**config.mk**
```make
export PLATFORM = sky130hd
export DESIGN_NAME = countdown_ctrl_flat
export DESIGN_NICKNAME = d
export VERILOG_FILES = /design/src/rtl/countdown_pkg.sv /design/src/rtl/countdown_ctrl_if.sv /design/src/rtl/alarm_timer.sv /design/src/rtl/countdown_ctrl.sv /design/src/flat_wrapper.sv
export SDC_FILE = /design/constraint.sdc
export NUM_CORES = 1
export LEC_CHECK = 0
export ABC_AREA = 1
export CORE_AREA = 2 2 69 71
export DETAILED_ROUTE_END_ITERATION = 10
export DIE_AREA = 0 0 71 73
export PLACE_DENSITY = 0.72
export SLEW_MARGIN = 5
export SYNTH_ARGS = -nofsm -noshare
export SYNTH_HDL_FRONTEND = slang
export SYNTH_SLANG_ARGS = --single-unit
```
**constraint.sdc**
```tcl
create_clock -name clk -period 1.6 [get_ports clk]
set_input_delay 0.16 -clock clk [delete_from_list [all_inputs] [get_ports clk]]
set_output_delay 0.16 -clock clk [all_outputs]
set_load 0.01 [all_outputs]
```
**src/rtl/countdown_pkg.sv**
```systemverilog
// rtl/countdown_pkg.sv - shared state encoding, time-field width and preset clamp helper
package countdown_pkg;

  localparam int TIME_W = 6;
  localparam logic [2*TIME_W-1:0] ZERO_TIME = '0;

  typedef enum logic [2:0] {
    IDLE  = 3'd0,
    RUN   = 3'd1,
    PAUSE = 3'd2,
    DONE  = 3'd3
  } state_t;

  // Presets above the field maximum load as the maximum rather than wrapping.
  function automatic logic [TIME_W-1:0] clamp_time(input logic [TIME_W-1:0] v,
                                                   input logic [TIME_W-1:0] lim);
    return (v > lim) ? lim : v;
  endfunction

endpackage

```
**src/rtl/countdown_ctrl_if.sv**
```systemverilog
// rtl/countdown_ctrl_if.sv - button, preset, counter and display signals of the countdown controller
interface countdown_ctrl_if;
  import countdown_pkg::*;

  logic              tick_1hz;
  logic              btn_start;
  logic              btn_lap;
  logic              btn_clr;
  logic [TIME_W-1:0] preset_min;
  logic [TIME_W-1:0] preset_sec;
  logic [TIME_W-1:0] cnt_min;
  logic [TIME_W-1:0] cnt_sec;
  logic              cnt_en;
  logic              cnt_load;
  logic [TIME_W-1:0] load_min;
  logic [TIME_W-1:0] load_sec;
  logic [TIME_W-1:0] disp_min;
  logic [TIME_W-1:0] disp_sec;
  logic              lap_frz;
  logic              alarm;
  logic [2:0]        state;

  modport master (
    input  tick_1hz, btn_start, btn_lap, btn_clr,
    input  preset_min, preset_sec, cnt_min, cnt_sec,
    output cnt_en, cnt_load, load_min, load_sec,
    output disp_min, disp_sec, lap_frz, alarm, state
  );

  modport slave (
    output tick_1hz, btn_start, btn_lap, btn_clr,
    output preset_min, preset_sec, cnt_min, cnt_sec,
    input  cnt_en, cnt_load, load_min, load_sec,
    input  disp_min, disp_sec, lap_frz, alarm, state
  );

endinterface

```
**src/rtl/alarm_timer.sv**
```systemverilog
// rtl/alarm_timer.sv - counts ALARM_TICKS seconds of alarm after the countdown hits zero
module alarm_timer #(
  parameter int ALARM_TICKS = 5
) (
  input  logic clk,
  input  logic rst_n,
  input  logic start,
  input  logic tick,
  input  logic clr,
  output logic active,
  output logic expired
);

  localparam logic [3:0] LAST = 4'(ALARM_TICKS - 1);

  logic [3:0] count;

  // Expiry is combinational so the controller can leave DONE on the same edge the alarm drops.
  assign expired = active && tick && !clr && (count == LAST);

  // Alarm window: armed by start, advanced by ticks, aborted by clear.
  always_ff @(posedge clk) begin
    if (!rst_n || clr) begin
      active <= 1'b0;
      count  <= '0;
    end else if (start) begin
      active <= 1'b1;
      count  <= '0;
    end else if (active && tick) begin
      if (count == LAST) begin
        active <= 1'b0;
        count  <= '0;
      end else begin
        count <= count + 4'd1;
      end
    end
  end

endmodule

```
**src/rtl/countdown_ctrl.sv**
```systemverilog
// rtl/countdown_ctrl.sv - countdown timer control FSM (optional repeat mode: COUNTDOWN_AUTO_RELOAD_EN)
module countdown_ctrl
  import countdown_pkg::*;
#(
  parameter int SEC_MAX     = 59,
  parameter int MIN_MAX     = 59,
  parameter int ALARM_TICKS = 5
) (
  input logic             clk,
  input logic             rst_n,
  countdown_ctrl_if.master bus
);

  state_t            state_q;
  logic              zero;
  logic              go_done;
  logic              expired;
  logic              lap_nxt;
  logic [TIME_W-1:0] pmin_c;
  logic [TIME_W-1:0] psec_c;

  assign zero    = ({bus.cnt_min, bus.cnt_sec} == ZERO_TIME);
  assign pmin_c  = clamp_time(bus.preset_min, TIME_W'(MIN_MAX));
  assign psec_c  = clamp_time(bus.preset_sec, TIME_W'(SEC_MAX));
  // While cnt_load is high the counter has not yet taken the preset, so its value is stale.
  assign go_done = (state_q == RUN) && !bus.btn_clr && !bus.btn_start && !bus.cnt_load && zero;
  assign bus.state = state_q;

  alarm_timer #(.ALARM_TICKS(ALARM_TICKS)) u_alarm (
    .clk     (clk),
    .rst_n   (rst_n),
    .start   (go_done),
    .tick    (bus.tick_1hz && (state_q == DONE)),
    .clr     (bus.btn_clr),
    .active  (bus.alarm),
    .expired (expired)
  );

  // Next lap-freeze value: toggled in RUN, only released in PAUSE, dropped on clear or alarm end.
  always_comb begin
    lap_nxt = bus.lap_frz;
    if (bus.btn_clr) begin
      lap_nxt = 1'b0;
    end else begin
      case (state_q)
        RUN:     if (!bus.btn_start && bus.btn_lap) lap_nxt = !bus.lap_frz;
        PAUSE:   if (!bus.btn_start && bus.btn_lap) lap_nxt = 1'b0;
        DONE:    if (expired) lap_nxt = 1'b0;
        default: lap_nxt = bus.lap_frz;
      endcase
    end
  end

  // Control FSM with registered strobes, load values and display.
  always_ff @(posedge clk) begin
    if (!rst_n) begin
      state_q      <= IDLE;
      bus.cnt_en   <= 1'b0;
      bus.cnt_load <= 1'b1;
      bus.load_min <= pmin_c;
      bus.load_sec <= psec_c;
      bus.disp_min <= '0;
      bus.disp_sec <= '0;
      bus.lap_frz  <= 1'b0;
    end else begin
      bus.cnt_en   <= 1'b0;
      bus.cnt_load <= 1'b0;
      bus.lap_frz  <= lap_nxt;
      if (!bus.lap_frz || !lap_nxt) begin
        bus.disp_min <= bus.cnt_min;
        bus.disp_sec <= bus.cnt_sec;
      end
      if (bus.btn_clr) begin
        state_q      <= IDLE;
        bus.cnt_load <= 1'b1;
        bus.load_min <= pmin_c;
        bus.load_sec <= psec_c;
      end else begin
        case (state_q)
          IDLE: begin
            if (bus.btn_start && !bus.cnt_load && !zero) state_q <= RUN;
          end
          RUN: begin
            if (bus.btn_start) begin
              state_q <= PAUSE;
            end else if (!bus.cnt_load) begin
              if (zero) state_q <= DONE;
              else if (!bus.btn_lap && bus.tick_1hz) bus.cnt_en <= 1'b1;
            end
          end
          PAUSE: begin
            if (bus.btn_start) state_q <= RUN;
          end
          DONE: begin
            if (expired) begin
              bus.cnt_load <= 1'b1;
              bus.load_min <= pmin_c;
              bus.load_sec <= psec_c;
`ifdef COUNTDOWN_AUTO_RELOAD_EN
              state_q <= ({pmin_c, psec_c} == ZERO_TIME) ? IDLE : RUN;
`else
              state_q <= IDLE;
`endif
            end
          end
          default: state_q <= IDLE;
        endcase
      end
    end
  end

endmodule

```
**src/flat_wrapper.sv**
```systemverilog
// flat-port wrapper written by rule: the top's interface ports become plain ports
module countdown_ctrl_flat import countdown_pkg::*;
#(
  parameter int SEC_MAX     = 59,
  parameter int MIN_MAX     = 59,
  parameter int ALARM_TICKS = 5
)
  (clk, rst_n, bus_tick_1hz, bus_btn_start, bus_btn_lap, bus_btn_clr, bus_preset_min, bus_preset_sec, bus_cnt_min, bus_cnt_sec, bus_cnt_en, bus_cnt_load, bus_load_min, bus_load_sec, bus_disp_min, bus_disp_sec, bus_lap_frz, bus_alarm, bus_state);
  countdown_ctrl_if bus_i ();
  input logic clk;
  input logic rst_n;
  input wire logic [$bits(bus_i.tick_1hz)-1:0] bus_tick_1hz;
  input wire logic [$bits(bus_i.btn_start)-1:0] bus_btn_start;
  input wire logic [$bits(bus_i.btn_lap)-1:0] bus_btn_lap;
  input wire logic [$bits(bus_i.btn_clr)-1:0] bus_btn_clr;
  input wire logic [$bits(bus_i.preset_min)-1:0] bus_preset_min;
  input wire logic [$bits(bus_i.preset_sec)-1:0] bus_preset_sec;
  input wire logic [$bits(bus_i.cnt_min)-1:0] bus_cnt_min;
  input wire logic [$bits(bus_i.cnt_sec)-1:0] bus_cnt_sec;
  output wire logic [$bits(bus_i.cnt_en)-1:0] bus_cnt_en;
  output wire logic [$bits(bus_i.cnt_load)-1:0] bus_cnt_load;
  output wire logic [$bits(bus_i.load_min)-1:0] bus_load_min;
  output wire logic [$bits(bus_i.load_sec)-1:0] bus_load_sec;
  output wire logic [$bits(bus_i.disp_min)-1:0] bus_disp_min;
  output wire logic [$bits(bus_i.disp_sec)-1:0] bus_disp_sec;
  output wire logic [$bits(bus_i.lap_frz)-1:0] bus_lap_frz;
  output wire logic [$bits(bus_i.alarm)-1:0] bus_alarm;
  output wire logic [$bits(bus_i.state)-1:0] bus_state;
  assign bus_i.tick_1hz = bus_tick_1hz;
  assign bus_i.btn_start = bus_btn_start;
  assign bus_i.btn_lap = bus_btn_lap;
  assign bus_i.btn_clr = bus_btn_clr;
  assign bus_i.preset_min = bus_preset_min;
  assign bus_i.preset_sec = bus_preset_sec;
  assign bus_i.cnt_min = bus_cnt_min;
  assign bus_i.cnt_sec = bus_cnt_sec;
  assign bus_cnt_en = bus_i.cnt_en;
  assign bus_cnt_load = bus_i.cnt_load;
  assign bus_load_min = bus_i.load_min;
  assign bus_load_sec = bus_i.load_sec;
  assign bus_disp_min = bus_i.disp_min;
  assign bus_disp_sec = bus_i.disp_sec;
  assign bus_lap_frz = bus_i.lap_frz;
  assign bus_alarm = bus_i.alarm;
  assign bus_state = bus_i.state;
  countdown_ctrl #(.SEC_MAX(SEC_MAX), .MIN_MAX(MIN_MAX), .ALARM_TICKS(ALARM_TICKS)) u_core (.clk(clk), .rst_n(rst_n), .bus(bus_i));
endmodule
```
==> results.yml, run 1 <==
drt:
  vias: 1535
  met2_length_um: 2000
  drt-initial-drc-count: 59
  vias_per_cell: 4.53
  routedWlPerCell_um: 11.8
  wirelength_met1_um: 1770
  dr.max_layer_used: "met4"
  first_pass_iters: 4
  routed_wl_um: 3990
  postRouteAntennaNets: 0
  wl_met3_um: 155
  remaining_drc_errors: 0
synth:
  async_reset_ff_frac: 0
  yosysMostFrequentCell: "nand2_1"
  yosys_warnings: 0
  netlist_top_cells_count: "nand2_1, inv_1, nor2_1"
  synth_cells: 201
  ys_ff_latch: 34
  synth_cell_type_count: 32
  synth.area.top_cells: "dfxtp_1, edfxtp_1, nand2_1"
  synth_flop_cell: "dfxtp_1"
  syn_area_mm2: 0.00169
  synth_edf_count: 12
  synth_top_area_cell: "dfxtp_1"
  yosysSeqAreaShare: 0.473
  synth_area_per_cell_um2: 8.42
  synth_top_area_frac: 0.260
  syn_nets: 234
floorplanning:
  dieWidth_um: 71
  start_util: 0.373
  die_h_um: 73
  rows: 25
  coreArea_mm2: 0.00454
  dieArea_mm2: 0.00518
  pin_count: 61
place:
  port_buffers: 59
  hpwlAfterDp_um: 2780
  gp_congestion: 0.824
  pre_cts_ws_ps: -293
setup_path:
  critPathArrivalTime_ps: 1710
  crit_required_ps: 1780
  crit_family: "simple AND/OR/NAND/NOR gates"
  start_kind: "register"
  path_depth: 11
  critical-path-max-stage-delay_ps: 320
  endpoint_kind: "register"
  startpoint: "u_core.u_alarm.count[1]"
  worstSetupPathType: "register to register"
  path_buf_inv: 1
  r2r-start: "u_core.u_alarm.count[1]"
  crit_chain: "inv_2 > ha_4 > nand2_2 > nor2_4 > nand3_4 > nand2_4 > nand2_4 > nand2_8 > nand2_8 > a21oi_4 > nor2_1"
  rr_worst_depth: 11
  cp_max_fo: 6
  cp_slowest_cell: "dfxtp_2"
grt:
  grt_max_degree: 25
  track_usage: 0.146
  grt_pass1_vias: 1363
  globalRouteOverflowTotal: 0
  antenna_found_initial: 0
  grt_pass1_wl_um: 5950
job:
  maxCapViolCount: 0
clock_tree:
  clk_pin_slew_ps: 60
  cts_buffers: 5
  root_buffer: "clkbuf_8"
  postCtsHoldBufs: 0
  cts.sinks: 34
  htreeDepth: 2
  cts_buffer_depth: 2
  insertion_delay_ps: 290
  cts_tree: "done"
sta:
  post-route-period-util: 0.957
  hold_viol: 0
  max_freq_ghz: 0.653
  setup_viol: 0
  fin_hold_ws_ps: 465
  drv_slew: 0
  worst_clock_skew_ps: 9.75
  fin_crit_ps: 1530
  grt_setup_unrepaired: "true"
  setup_ws_ps: 68.9
pwr:
  p_total_mw: 1.87
  p_leak_nw: 1.11
  power.density_mw_per_mm2: 691
  ir_worst_vdd_mv: 0.326
finish:
  drive_above_1_share: 0.256
  num_antenna_cells: 0
  fillCellCount: 385
  final_util: 0.598
  syn2layout_area_growth_pct: 60.2
  fin_nets: 317
min_path:
  hold_depth: 1
  hp-start: "bus_preset_sec[3]"
  hp-class: "input port to register"
run_status:
  status: "completed"
## per-stage QoR
step | instances | TNS, ps | area, um^2
5_1_grt | 339 | -238 | 2710
3_3_place_gp | 326 | -2770 | 2480
2_1_floorplan | 201 | 0 | 1690
4_1_cts | 334 | 0 | 2570
3_5_place_dp | 326 | -3330 | 2480
6_report | 339 | 0 | 2710
## cells in the final DEF, fill, tap and decap left out, drive strengths merged
cell           netlist  layout
o21ai                4       4
nor3                 3       3
clkinv               0       2
nand2               43      46
a21oi               16      16
a311oi               1       1
inv                 32      32
nand3               16      16
conb                 1       1
xor2                 2       2
clkbuf               6       6
buf                  6      26
nand4                3       3
ha                   3       3
or2                  2       2
edfxtp              12      12
and2                 2       2
dfxtp               22      22
clkdlybuf4s50        0      59
nor4                 1       1
nor2                25      25
o2111ai              1       1
## cell families after synthesis
group                    synth area share
XOR/XNOR                           0.0104
other                             0.00222
AND/OR/NAND/NOR                     0.288
flip-flops                          0.473
buffers and inverters               0.116
adder cells (fa/ha/maj)            0.0222
AO/OA/AOI/OAI                      0.0873
## cell type report
class	instances	area [um^2]	area share
multi-input combinational	126	827	0.305
timing repair buffer	85	811	0.299
sequential	34	803	0.296
inverter	32	120	0.0443
clock buffer	6	72.6	0.0268
tap	54	67.6	0.0249
clock inverter	2	8.76	0.00323
## layer usage
metal | GRT usage | up-vias
li1 | - | 803
met1 | 0.174 | 689
met2 | 0.253 | 38
met3 | 0.0345 | 5
met4 | 0.0629 | 0
met5 | 0 | -
## power by group
part | switching (mW) | total (mW) | internal, mW
sequential | 0.0184 | 0.964 | 0.945
clock | 0.292 | 0.591 | 0.299
combinational | 0.124 | 0.317 | 0.194
total | 0.434 | 1.87 | 1.44
## final timing paths
kind | endpoint | slack [ps]
min | u_core.bus.load_sec[3] | 460
max | u_core.bus.disp_min[1] | 70
max reg2reg | u_core.bus.disp_min[1] | 70
min reg2reg | u_core.u_alarm.active | 480
## registers in the layout, summed over array words and instances (netlist names)
register and count:
u_core.bus.disp_min 6, u_core.bus.disp_sec 6, u_core.bus.load_min 6, u_core.bus.load_sec 6
u_core.u_alarm.count 4, u_core.bus.state 2, u_core.bus.cnt_en 1, u_core.bus.cnt_load 1
u_core.bus.lap_frz 1, u_core.u_alarm.active 1
## worst register-to-register path: cells and delay by family (launching register included)
| kind | cells | cell delay, ps |
|---|---|---|
| AOI/OAI and AO/OA | 1 | 160 |
| adders and majority gates | 1 | 130 |
| buffers and inverters | 1 | 70 |
| DFF | 1 | 320 |
| and+or+nand+nor | 8 | 740 |
## repair_timing
| action | 4_1_cts | 5_1_grt |
|---|---|---|
| pin swaps | 0 | 9 |
| gates resized for setup | 2 | 20 |
| setup buffers | 0 | 2 |
| gates cloned | 0 | 3 |
| endpoints found under the setup margin | 22 | 25 |
No activity file was read; power rests on OpenSTA's default activity.
==> inputs of run 2 (changes only) <==
==> constraint.sdc (replaced) <==
create_clock -name clk -period 1.25 [get_ports clk]
set_input_delay 0.125 -clock clk [delete_from_list [all_inputs] [get_ports clk]]
set_output_delay 0.125 -clock clk [all_outputs]
set_load 0.01 [all_outputs]
==> results.yml, run 2 (synthesized netlist as in run 1, its figures left out) <==
clock_tree:
  cts.sinks: 34
  insertion_delay_ps: 290
  postCtsHoldBufs: 0
  cts_tree: "done"
  cts_buffer_depth: 2
  root_buffer: "clkbuf_8"
  htreeDepth: 2
  cts_buffers: 5
  clk_pin_slew_ps: 70
drt:
  routed_wl_um: 4250
  postRouteAntennaNets: 0
  drt-initial-drc-count: 76
  routedWlPerCell_um: 11.8
  vias_per_cell: 4.49
  remaining_drc_errors: 0
  vias: 1617
  first_pass_iters: 4
pwr:
  power.density_mw_per_mm2: 825
  comb_power_share: 0.167
  power_frac_seq: 0.513
  p_switching_uw: 579
  p_clk_frac: 0.321
  cellInternalPower_mw: 1.83
  ir_worst_vdd_mv: 0.388
  p_leak_nw: 1.39
  switching_share: 0.241
finish:
  design_area_mm2: 0.00291
  fillCellCount: 375
  final_common_cell: "buf_4"
  num_antenna_cells: 0
  fin_nets: 338
  syn2layout_area_growth_pct: 72.3
  final_cell_mix: "buf_4, nand2_1, dlygate4sd2_1"
  final_util: 0.642
  drive_above_1_share: 0.363
place:
  hpwlAfterDp_um: 3090
  dpl_cell_area_mm2: 0.00266
  gp_congestion: 0.789
  port_buffers: 59
  pre_cts_ws_ps: -551
min_path:
  min_to: "u_core.bus.disp_min[4]"
  hp-class: "input port to register"
  hp-start: "bus_cnt_min[4]"
  hold_depth: 4
floorplanning:
  coreArea_mm2: 0.00454
  die_h_um: 73
  rows: 25
  pin_count: 61
  start_util: 0.373
  dieWidth_um: 71
  dieArea_mm2: 0.00518
setup_path:
  endpoint_kind: "register"
  critPathArrivalTime_ps: 1670
  reg2reg_to: "u_core.bus.disp_sec[0]"
  cp_slowest_cell: "dfxtp_2"
  cp_max_fo: 12
  crit_required_ps: 1430
  r2r-start: "u_core.u_alarm.count[0]"
  crit_chain: "inv_2 > ha_4 > nand2_4 > nor2_4 > nand3_4 > nand2_4 > nand2_4 > nand2_4 > nand2_8 > buf_12 > a21oi_2 > nor2_1"
  worstSetupPathType: "register to register"
  critical-path-max-stage-delay_ps: 320
  rrSetupSlack_ps: -240
  rr_worst_depth: 12
  start_kind: "register"
  cpMostUsedCell: "nand2_4"
sta:
  drv_slew: 0
  worst_clock_skew_ps: 5.32
  setup_ws_ps: -238
  hold_viol: 0
  grt_setup_unrepaired: "true"
  finalSetupTns_ps: -5390
  fin_hold_ws_ps: 192
  max_freq_ghz: 0.672
  fin_crit_ps: 1490
  setup_viol: 29
  post-route-period-util: 1.19
run_status:
  violations: "setup timing"
  status: "complete, but fails checks"
grt:
  globalRouteOverflowTotal: 0
  antenna_found_initial: 0
  track_usage: 0.174
  grt_pass1_wl_um: 7010
  grt_pass1_vias: 1631
  grt_max_degree: 25
job:
  maxCapViolCount: 0
-- run 2: changes by cell type in the layout (fill, tap and decap cells not counted), sizes merged --
cell / change
dlymetal6s2s: +9
clkbuf: +1
buf: +23
dlygate4sd2: +30
clkdlybuf4s50: -40
clkdlybuf4s15: +1
nand2: -3
-- run 2: critical path, delay by kind of cell (launching register included) --
| family | cells | cell delay (ps) |
|---|---|---|
| fa+ha+maj | 1 | 140 |
| simple gates | 8 | 590 |
| flops | 1 | 320 |
| compound gates | 1 | 110 |
| buf+inv | 2 | 210 |
-- run 2: cell type report --
cell class	count	area [um^2]	share of cell area
Tap cell	54	67.6	0.0232
Sequential cell	34	807	0.277
Timing Repair Buffer	109	1020	0.349
Clock inverter	2	10.0	0.00343
Inverter	32	120	0.0412
Multi-Input combinational cell	123	820	0.281
Clock buffer	6	72.6	0.0249
-- run 2: power groups by stage --
| stage | Sequential, mW | Clock (mW) | Combinational, mW |
|---|---|---|---|
| 5_1_grt | 1.24 | 0.844 | 0.439 |
| 4_1_cts | 1.23 | 0.790 | 0.395 |
| 3_5_place_dp | 1.26 | 0 | 0.428 |
| 3_3_place_gp | 1.26 | 0 | 0.421 |
| 2_1_floorplan | 1.29 | 0 | 0.101 |
| 6_report | 1.23 | 0.771 | 0.401 |
-- run 2: per-stage QoR --
step | power [mW] | std cells
finish | 2.41 | 360
global route | 2.52 | 360
CTS | 2.42 | 357
detailed placement | 1.69 | 346
global placement | 1.68 | 346
floorplan | 1.39 | 201
-- run 2: how the worst max path moves through the flow --
stage	startpoint	to	slack, ps
2_1_floorplan	u_core.u_alarm.count[0]	u_core.bus.disp_min[0]	-220
3_3_place_gp	bus_btn_start	u_core.bus.disp_min[3]	-460
3_5_place_dp	bus_btn_start	u_core.bus.disp_sec[1]	-550
4_1_cts	u_core.u_alarm.count[0]	u_core.bus.disp_min[3]	-220
5_1_grt	u_core.u_alarm.count[0]	u_core.bus.disp_min[3]	-320
6_report	u_core.u_alarm.count[0]	u_core.bus.disp_sec[0]	-240
-- run 2: routing by layer --
metal	track usage	wire length, um	up-vias	part of all wire
met1	0.180	1720	728	0.40
met5	0	0	-	0
met3	0.0483	198	9	0.047
met4	0.0839	82	0	0.019
met2	0.325	2250	43	0.53
li1	-	-	837	-
-- run 2: what timing repair did --
action,in CTS,in global routing
pin swaps,2,11
endpoints found under the setup margin,61,32
cloned,0,1
resized for setup,58,17
hold endpoints to repair,0,0
setup buffers,3,3
==> inputs of run 3 (changes only) <==
--- a/config.mk
+++ b/config.mk
@@ -6,10 +6,12 @@
 export NUM_CORES = 1
 export LEC_CHECK = 0
 export ABC_AREA = 1
+export CAP_MARGIN = 30
 export CORE_AREA = 2 2 69 71
 export DETAILED_ROUTE_END_ITERATION = 10
 export DIE_AREA = 0 0 71 73
 export PLACE_DENSITY = 0.72
+export RECOVER_POWER = 25
 export SLEW_MARGIN = 5
 export SYNTH_ARGS = -nofsm -noshare
 export SYNTH_HDL_FRONTEND = slang
==> results.yml, run 3 (synthesized netlist as in run 1, its figures left out) <==
sta:
  fin_crit_ps: 1490
  finalSetupTns_ps: -5400
  hold_viol: 0
  setup_viol: 29
  grt_setup_unrepaired: "true"
  drv_slew: 0
  fin_hold_ws_ps: 192
  post-route-period-util: 1.19
  worst_clock_skew_ps: 4.93
  max_freq_ghz: 0.672
  setup_ws_ps: -238
min_path:
  hold_depth: 4
  hp-start: "bus_cnt_min[4]"
  min_to: "u_core.bus.disp_min[4]"
  hp-class: "input port to register"
drt:
  drt-initial-drc-count: 83
  first_pass_iters: 4
  met2_length_um: 2240
  remaining_drc_errors: 0
  vias_per_cell: 4.50
  postRouteAntennaNets: 0
  routedWlPerCell_um: 11.8
  wl_met3_um: 192
  dr.max_layer_used: "met4"
  routed_wl_um: 4240
  vias: 1620
  wirelength_met1_um: 1720
clock_tree:
  insertion_delay_ps: 290
  root_buffer: "clkbuf_8"
  cts_buffers: 5
  cts.sinks: 34
  htreeDepth: 2
  clk_pin_slew_ps: 70
  cts_tree: "done"
  cts_buffer_depth: 2
setup_path:
  cp_slowest_cell: "dfxtp_2"
  endpoint_kind: "register"
  worstSetupPathType: "register to register"
  crit_family: "simple AND/OR/NAND/NOR gates"
  path_depth: 12
  path_buf_inv: 2
  critPathArrivalTime_ps: 1670
  start_kind: "register"
  crit_required_ps: 1430
  cp_max_fo: 12
  crit_chain: "inv_2 > ha_4 > nand2_4 > nor2_4 > nand3_4 > nand2_4 > nand2_4 > nand2_4 > nand2_8 > buf_12 > a21oi_2 > nor2_1"
  critical-path-max-stage-delay_ps: 320
  reg2reg_to: "u_core.bus.disp_sec[0]"
  rrSetupSlack_ps: -240
  rr_worst_depth: 12
  cpMostUsedCell: "nand2_4"
  r2r-start: "u_core.u_alarm.count[0]"
pwr:
  ir_worst_vdd_mv: 0.388
  cellInternalPower_mw: 1.82
  power.density_mw_per_mm2: 824
  comb_power_share: 0.165
  p_clk_frac: 0.321
  p_switching_uw: 578
  switching_share: 0.241
  p_leak_nw: 1.40
  power_frac_seq: 0.514
place:
  pre_cts_ws_ps: -551
  gp_congestion: 0.789
  dp_cells: 346
  hpwlAfterDp_um: 3090
  port_buffers: 59
run_status:
  violations: "setup timing"
  status: "complete, but fails checks"
finish:
  fin_cells: 360
  syn2layout_area_growth_pct: 72.3
  num_antenna_cells: 0
  fin_nets: 338
  final_common_cell: "buf_4"
  final_cell_mix: "buf_4, nand2_1, dlygate4sd2_1"
  drive_above_1_share: 0.363
floorplanning:
  start_util: 0.373
  coreArea_mm2: 0.00454
  pin_count: 61
  dieWidth_um: 71
  die_h_um: 73
  rows: 25
  dieArea_mm2: 0.00518
grt:
  antenna_found_initial: 0
  grt_pass1_vias: 1631
  track_usage: 0.174
  grt_pass1_wl_um: 7010
  grt_max_degree: 25
  globalRouteOverflowTotal: 0
job:
  maxCapViolCount: 0
==> run 3: layout make-up <==
type,instances,area (um^2)
timing repair buffer,109,1020
clock inverter,2,10.0
tap,54,67.6
sequential,34,807
fill,375,1620
inverter,32,120
clock buffer,6,72.6
multi-input combinational,123,820
==> run 3: through the flow <==
step	util	total power, mW	cell area, um^2
CTS	0.623	2.42	2820
floorplan	-	1.39	1710
detailed placement	0.587	1.69	2660
global placement	0.587	1.68	2660
finish	0.642	2.40	2910
global route	0.642	2.52	2910
==> run 3: worst max-delay path by stage <==
stage / startpoint / endpoint
after global placement: bus_btn_start / u_core.bus.disp_min[3]
after global routing: u_core.u_alarm.count[0] / u_core.bus.disp_min[3]
after CTS: u_core.u_alarm.count[0] / u_core.bus.disp_min[3]
after detailed placement: bus_btn_start / u_core.bus.disp_sec[1]
after floorplan: u_core.u_alarm.count[0] / u_core.bus.disp_min[0]
final: u_core.u_alarm.count[0] / u_core.bus.disp_sec[0]
==> run 3: layer usage <==
layer | track usage | vias to the layer above
li1 | - | 837
met1 | 0.180 | 729
met2 | 0.325 | 45
met3 | 0.0483 | 9
met4 | 0.0839 | 0
met5 | 0 | -
==> run 3: power groups by stage <==
| stage | registers [mW] | clock network [mW] | logic [mW] |
|---|---|---|---|
| 5_1_grt | 1.24 | 0.844 | 0.436 |
| 3_3_place_gp | 1.26 | 0 | 0.421 |
| 3_5_place_dp | 1.26 | 0 | 0.428 |
| 2_1_floorplan | 1.29 | 0 | 0.101 |
| 6_report | 1.23 | 0.770 | 0.397 |
| 4_1_cts | 1.23 | 0.790 | 0.395 |
==> run 3: tightest hold or removal path: stages <==
cell and delay, ps:
dlymetal6s2s_1 100, buf_4 110, a21oi_2 20, nor2_1 70
==> run 3: timing repair <==
| action | 4_1_cts | 5_1_grt |
|---|---|---|
| hold endpoints to repair | 0 | 0 |
| resized for setup | 58 | 17 |
| buffers inserted | 3 | 3 |
| pin swaps | 2 | 11 |
| hold buffers | 0 | 0 |
| endpoints found under the setup margin | 61 | 32 |
| gates cloned | 0 | 1 |
